## config.mk

```make
export PLATFORM = sky130hd
export DESIGN_NAME = plot_port_arbiter
export DESIGN_NICKNAME = d
export VERILOG_FILES = /design/src/rtl/plot_port_arbiter.sv
export SDC_FILE = /design/constraint.sdc
export NUM_CORES = 1
export LEC_CHECK = 0
export ABC_AREA = 1
export CAP_MARGIN = 20
export CELL_PAD_IN_SITES_DETAIL_PLACEMENT = 1
export CELL_PAD_IN_SITES_GLOBAL_PLACEMENT = 1
export CORE_MARGIN = 2
export CORE_UTILIZATION = 26
export DETAILED_ROUTE_END_ITERATION = 16
export GPL_TIMING_DRIVEN = 0
export HOLD_SLACK_MARGIN = 0.08
export PLACE_DENSITY = 0.85
export SKIP_LAST_GASP = 1
export SYNTH_ARGS = -nofsm -noshare
export SYNTH_HDL_FRONTEND = slang
export SYNTH_SLANG_ARGS = --single-unit
```

## constraint.sdc

```tcl
create_clock -name clock -period 2 [get_ports clock]
set_clock_uncertainty 0.1 [all_clocks]
set_input_delay 0.2 -clock clock [delete_from_list [all_inputs] [get_ports clock]]
set_output_delay 0.2 -clock clock [all_outputs]
set_load 0.03 [all_outputs]
```

## src/rtl/plot_port_arbiter.sv

```systemverilog
// plot_port_arbiter: shares the single VGA framebuffer write port among
// N_REQ plot-stream engines. Grants use a req/grant handshake. Selection is
// round-robin or fixed priority, and long bursts can optionally be preempted.
// Grant, pixel and busy outputs are registered. out_pause holds the char
// stream while any engine requests or draws.
module plot_port_arbiter #(
    parameter int N_REQ     = 4,
    parameter int X_W       = 8,
    parameter int Y_W       = 7,
    parameter int COLOR_W   = 3,
    parameter int MAX_BURST = 0,
    parameter int RR_MODE   = 1
) (
    input  logic                       clock,
    input  logic                       resetn,
    input  logic [N_REQ-1:0]           req,
    input  logic [N_REQ-1:0]           req_plot,
    input  logic [N_REQ*X_W-1:0]       req_x,
    input  logic [N_REQ*Y_W-1:0]       req_y,
    input  logic [N_REQ*COLOR_W-1:0]   req_color,
    output logic [N_REQ-1:0]           grant,
    output logic [X_W-1:0]             out_x,
    output logic [Y_W-1:0]             out_y,
    output logic [COLOR_W-1:0]         out_color,
    output logic                       plot,
    output logic                       out_pause,
    output logic                       busy
);

    localparam int IDX_W = (N_REQ < 2) ? 1 : $clog2(N_REQ);
    localparam int CNT_W = (MAX_BURST < 2) ? 1 : $clog2(MAX_BURST + 1);
    localparam logic [CNT_W-1:0] CNT_MAX    = '1;
    localparam logic [CNT_W-1:0] BURST_LAST = (MAX_BURST == 0) ? '0 : CNT_W'(MAX_BURST - 1);
    localparam logic [IDX_W-1:0] LAST_IDX   = IDX_W'(N_REQ - 1);

    typedef enum logic [1:0] {IDLE, GRANT, GAP} state_t;

    state_t                         state, state_d;
    logic [IDX_W-1:0]               gnt_idx, gnt_idx_d;
    logic [IDX_W-1:0]               rr_ptr, rr_ptr_d;
    logic [CNT_W-1:0]               burst_cnt, burst_cnt_d;
    logic [N_REQ-1:0]               grant_d;
    logic                           plot_d, busy_d;
    logic [X_W-1:0]                 out_x_d;
    logic [Y_W-1:0]                 out_y_d;
    logic [COLOR_W-1:0]             out_color_d;
    logic [IDX_W-1:0]               win;
    logic                           others_pending;

    // Per-lane views of the packed request buses.
    logic [N_REQ-1:0][X_W-1:0]      lane_x;
    logic [N_REQ-1:0][Y_W-1:0]      lane_y;
    logic [N_REQ-1:0][COLOR_W-1:0]  lane_c;

    for (genvar i = 0; i < N_REQ; i++) begin : g_lane
        assign lane_x[i] = req_x[i*X_W +: X_W];
        assign lane_y[i] = req_y[i*Y_W +: Y_W];
        assign lane_c[i] = req_color[i*COLOR_W +: COLOR_W];
    end

    // Char stream holds as soon as anyone asks, and until the port goes idle.
    assign out_pause = (|req) | busy;

    // Another requester is waiting besides the granted one.
    assign others_pending = |(req & ~grant);

    // Winner select. Scan downward so the closest candidate is written last and wins.
    always_comb begin
        win = '0;
        for (int k = N_REQ - 1; k >= 0; k--) begin
            int c;
            if (RR_MODE != 0) begin
                c = int'(rr_ptr) + k;
                if (c >= N_REQ) c = c - N_REQ;
            end else begin
                c = k;
            end
            if (req[c]) win = IDX_W'(c);
        end
    end

    // Next-state and registered-output logic.
    always_comb begin
        state_d     = state;
        gnt_idx_d   = gnt_idx;
        rr_ptr_d    = rr_ptr;
        burst_cnt_d = burst_cnt;
        grant_d     = grant;
        plot_d      = 1'b0;
        out_x_d     = out_x;
        out_y_d     = out_y;
        out_color_d = out_color;

        case (state)
            IDLE, GAP: begin
                grant_d = '0;
                if (|req) begin
                    state_d       = GRANT;
                    gnt_idx_d     = win;
                    grant_d[win]  = 1'b1;
                    burst_cnt_d   = '0;
                    if (RR_MODE != 0)
                        rr_ptr_d = (win == LAST_IDX) ? '0 : win + 1'b1;
                end else begin
                    state_d = IDLE;
                end
            end
            GRANT: begin
                if (!req[gnt_idx]) begin
                    // A drop wins over a coincident preemption; no pixel is taken.
                    grant_d = '0;
                    state_d = GAP;
                end else begin
                    // The requester saw grant this cycle, so its strobe counts even if preempted.
                    plot_d = req_plot[gnt_idx];
                    if (req_plot[gnt_idx]) begin
                        out_x_d     = lane_x[gnt_idx];
                        out_y_d     = lane_y[gnt_idx];
                        out_color_d = lane_c[gnt_idx];
                    end
                    if (MAX_BURST != 0 && burst_cnt == BURST_LAST && others_pending) begin
                        grant_d = '0;
                        state_d = GAP;
                    end else if (burst_cnt != CNT_MAX) begin
                        burst_cnt_d = burst_cnt + 1'b1;
                    end
                end
            end
            default: begin
                state_d = IDLE;
                grant_d = '0;
            end
        endcase

        busy_d = (state_d != IDLE);
    end

    // State and output registers. Reset clears everything at once, mid-burst included.
    always_ff @(posedge clock or negedge resetn) begin
        if (!resetn) begin
            state     <= IDLE;
            gnt_idx   <= '0;
            rr_ptr    <= '0;
            burst_cnt <= '0;
            grant     <= '0;
            plot      <= 1'b0;
            out_x     <= '0;
            out_y     <= '0;
            out_color <= '0;
            busy      <= 1'b0;
        end else begin
            state     <= state_d;
            gnt_idx   <= gnt_idx_d;
            rr_ptr    <= rr_ptr_d;
            burst_cnt <= burst_cnt_d;
            grant     <= grant_d;
            plot      <= plot_d;
            out_x     <= out_x_d;
            out_y     <= out_y_d;
            out_color <= out_color_d;
            busy      <= busy_d;
        end
    end

endmodule

```

==> insert_results.sql <==
INSERT INTO impl_metrics (metric_group, metric, value, unit) VALUES
('outcome', 'outcome', 'completed', ''),
('worst_setup_path', 'critical_path_class', 'in2out', ''),
('final_layout', 'nFillCells', '910', ''),
('final_layout', 'n_diodes', '0', ''),
('pwr', 'p_leak', '1.50', 'nW'),
('global_route', 'antenna_found_initial', '0', ''),
('clocking', 'cts_max_path_buffers', '2', ''),
('yosys', 'synth-seq-cells', '30', ''),
('yosys', 'ys.flop_type', 'sky130_fd_sc_hd__dfrtp_1', ''),
('clocking', 'cts_htree_levels', '2', ''),
('worst_setup_path', 'worst_ep_required_time', '1.70', 'ns'),
('final_layout', 'multi_input_area', '1070', 'µm²'),
('worst_setup_path', 'worstPathMaxFanout', '4', ''),
('timing', 'relSlewSlack', '53.4', '%'),
('timing', 'report.final.hold_viol_count', '0', ''),
('yosys', 'post_synth_inst_count', '284', ''),
('die', 'rows', '31', ''),
('timing', 'fin_hold_ws', '0.375', 'ns'),
('yosys', 'post_synthesis_async_set_or_reset_flop_share', '100', '%'),
('timing', 'fmax', '0.532', 'GHz'),
('place', 'detailedPlacementHpwl', '5870', 'µm'),
('timing', 'rsz_0062_raised_after_global_routing', 'false', ''),
('global_route', 'grt_pass1_vias', '2560', ''),
('global_route', 'global_route_wire_length_before_repair', '12200', 'µm'),
('yosys', 'post_synth_main_area_contributors', 'sky130_fd_sc_hd__dfrtp_1, sky130_fd_sc_hd__nand2_1, sky130_fd_sc_hd__o21ai_0, sky130_fd_sc_hd__nor2_1, sky130_fd_sc_hd__o22ai_1', ''),
('drt', 'detailroute.via_count', '2357', ''),
('global_route', 'grt.total_usage', '18.4', '%'),
('drt', 'drt_drc_violations_left', '0', ''),
('die', 'die-height', '91.4', 'µm'),
('yosys', 'yosysTopAreaCellShare', '37.8', '%'),
('drt', 'initialDrtViolationCount', '44', ''),
('die', 'core_region', '7330', 'µm²'),
('pwr', 'pwr_density_cell', '1440', 'nW/µm²'),
('timing', 'slew_viol_final', '0', ''),
('yosys', 'synth_edf_count', '0', ''),
('run', 'cap_viol_max_count', '0', ''),
('yosys', 'synth-warning-count', '0', ''),
('yosys', 'ys_seq_area_share', '37.8', '%'),
('final_layout', 'design.final.nets', '485', ''),
('global_route', 'grt_start_max_net_pins', '31', ''),
('yosys', 'ys_types', '28', ''),
('worst_setup_path', 'cp_data_arrival_time', '1.58', 'ns'),
('min_path', 'hold-path-cell-count', '2', ''),
('clocking', 'clkSlewWorstSetupHoldPaths', '0.06', 'ns'),
('die', 'die_area', '8360', 'µm²'),
('drt', 'post_drt_wl_per_cell', '14.8', 'µm'),
('die', 'io-pin-count', '107', ''),
('worst_setup_path', 'r2r_cells', '10', ''),
('clocking', 'cts_sinks', '30', ''),
('place', 'numPortBuffers', '106', ''),
('worst_setup_path', 'setup.worst_path.end_class', 'primary output', ''),
('die', 'initial_core_util', '27.1', '%'),
('clocking', 'clock-root-buffer', 'sky130_fd_sc_hd__clkbuf_8', ''),
('clocking', 'worstSkewPairLatency', '0.28', 'ns'),
('timing', 'layout_min_cycle_time', '1.88', 'ns'),
('min_path', 'class_of_the_worst_hold_path', 'reg2reg', ''),
('timing', 'setup_ws', '0.120', 'ns'),
('drt', 'viasPerCell', '4.72', ''),
('yosys', 'yosysTopAreaCell', 'sky130_fd_sc_hd__dfrtp_1', ''),
('timing', 'setup_viol', '0', ''),
('worst_setup_path', 'crit_path_start_kind', 'input pin', ''),
('drt', 'drt_first_pass_iters', '4', ''),
('die', 'die-width', '91.4', 'µm'),
('place', 'dp_worst_setup_slack', '-0.200', 'ns'),
('clocking', 'cts_buffers', '5', ''),
('timing', 'min_period_over_period', '94.0', '%'),
('timing', 'worstMarginPinSlew', '0.699', 'ns'),
('drt', 'finalWirelength', '7400', 'µm'),
('global_route', 'overflow', '0', ''),
('place', 'place_congestion', '0.815', ''),
('drt', 'drtAntennaViolNets', '0', ''),
('yosys', 'post_synth.cell_area_avg', '7.00', 'µm²'),
('clocking', 'tritoncts', 'built', ''),
('final_layout', 'post_route_cells_drive_above_1_share', '12.3', '%'),
('final_layout', 'area.sequential', '752', 'µm²'),
('yosys', 'synth_area', '1990', 'µm²'),
('final_layout', 'areaGrowthSynthToFinish', '65.8', '%'),
('pwr', 'vdd_drop_max', '0.485', 'mV'),
('yosys', 'synth_nets', '370', '');
[timing repair]
item	4_1_cts	5_1_grt
resized for setup	2	10
setup buffers	0	1
gates cloned	0	0
hold buffers	1	0
pin swaps	0	1
setup endpoints to repair	2	5
endpoints found under the hold margin	30	0
[synthesized netlist by cell type, types with 2 or more instances]
cell type,n
sky130_fd_sc_hd__buf_6,2
sky130_fd_sc_hd__o22ai_1,18
sky130_fd_sc_hd__inv_1,13
sky130_fd_sc_hd__o21ai_0,43
sky130_fd_sc_hd__dfrtp_1,30
sky130_fd_sc_hd__nand2_2,10
sky130_fd_sc_hd__o21ai_2,2
sky130_fd_sc_hd__a21oi_1,4
sky130_fd_sc_hd__ha_1,4
sky130_fd_sc_hd__nor2_1,38
sky130_fd_sc_hd__buf_2,5
sky130_fd_sc_hd__buf_4,3
sky130_fd_sc_hd__clkbuf_1,4
sky130_fd_sc_hd__and2_1,2
sky130_fd_sc_hd__nand3_1,8
sky130_fd_sc_hd__nand2_1,85
sky130_fd_sc_hd__nor2_2,2
[power by group]
part           internal (mW)  switching (mW)
logic                   1.24            1.96
clock network          0.277           0.231
registers              0.884           0.163
total                   2.41            2.35
[logic make-up after synthesis]
kind of cell	share of synthesized area (%)
adder cells (fa/ha/maj)	2.52
flip-flops	37.8
AND/OR/NAND/NOR	31.4
AO/OA/AOI/OAI	19.4
buffers and inverters	8.94
[flip-flops by register name (all words and copies together), names as in the netlist]
signal and count:
out_y 7, state 2, out_color 3, grant 4, rr_ptr 2, out_x 8
busy 1, plot 1, gnt_idx 2
[worst max-delay path, stage by stage]
cell,delay [ns]
sky130_fd_sc_hd__clkdlybuf4s50_1,0.43
sky130_fd_sc_hd__inv_1,0.16
sky130_fd_sc_hd__nand4_1,0.14
sky130_fd_sc_hd__or2_2,0.29
sky130_fd_sc_hd__dlygate4sd2_1,0.36
[worst paths after layout]
path,start,to,slack (ns)
setup / recovery,req[0],out_pause,0.12
min in group asynchronous,resetn,out_y[3]$_DFFE_PN0P_,0.40
hold / removal,grant[1]$_DFFE_PN0N_,grant[1]$_DFFE_PN0N_,0.38
setup reg to reg,rr_ptr[0]$_DFFE_PN0N_,rr_ptr[1]$_DFFE_PN0N_,0.17
hold reg to reg,grant[1]$_DFFE_PN0N_,grant[1]$_DFFE_PN0N_,0.38
max in group asynchronous,resetn,rr_ptr[0]$_DFFE_PN0N_,0.90
[metrics by stage]
step	power, mW	TNS (ns)	utilization (%)	instance area, µm²	std cells
after floorplan	3.08	0	-	1990	284
after global placement	4.13	-0.307	43.3	3170	489
after detailed placement	4.22	-0.665	43.2	3170	489
after CTS	4.75	0	44.6	3270	498
after global routing	5.21	0	45.0	3300	499
final	4.76	0	45.0	3300	499
[layout make-up]
cell class	count	share of cell area, %
buffer	16	3.42
clock buffer	7	2.62
clock inverter	1	0.152
inverter	16	2.09
multi-input combinational	222	32.6
sequential	30	22.8
tap	99	3.76
timing repair buffer	108	32.5
[cell usage in the layout, fill, tap and decap left out]
cell	count
sky130_fd_sc_hd__clkdlybuf4s50_1	104
sky130_fd_sc_hd__o22ai_1	18
sky130_fd_sc_hd__inv_1	11
sky130_fd_sc_hd__dfrtp_2	1
sky130_fd_sc_hd__nor2_2	2
sky130_fd_sc_hd__nor2_1	38
sky130_fd_sc_hd__clkinv_2	2
sky130_fd_sc_hd__nand3_1	8
sky130_fd_sc_hd__nor2_4	1
sky130_fd_sc_hd__nand2_1	82
sky130_fd_sc_hd__o22ai_2	1
sky130_fd_sc_hd__nand4_1	1
sky130_fd_sc_hd__a21o_1	1
sky130_fd_sc_hd__buf_6	3
sky130_fd_sc_hd__dlygate4sd2_1	1
sky130_fd_sc_hd__a21oi_1	4
sky130_fd_sc_hd__buf_2	6
sky130_fd_sc_hd__ha_1	4
sky130_fd_sc_hd__o21ai_2	4
sky130_fd_sc_hd__clkbuf_8	6
sky130_fd_sc_hd__o21ai_0	41
sky130_fd_sc_hd__dlygate4sd3_1	1
sky130_fd_sc_hd__buf_1	1
sky130_fd_sc_hd__inv_2	3
sky130_fd_sc_hd__dfrtp_1	29
sky130_fd_sc_hd__nand2_4	1
sky130_fd_sc_hd__clkbuf_1	5
sky130_fd_sc_hd__nand2_2	13
sky130_fd_sc_hd__or2_2	1
sky130_fd_sc_hd__and2_1	2
sky130_fd_sc_hd__buf_12	1
sky130_fd_sc_hd__inv_8	1
sky130_fd_sc_hd__buf_4	3
[per-layer routing]
| metal | part of all wire (%) | GRT usage (%) | vias up |
|---|---|---|---|
| li1 | - | - | 1157 |
| met1 | 41 | 20.0 | 1106 |
| met2 | 49 | 31.9 | 83 |
| met3 | 8.2 | 7.39 | 11 |
| met4 | 1.9 | 7.32 | 0 |
| met5 | 0 | 0 | - |
(Power assumes the default switching activity.)
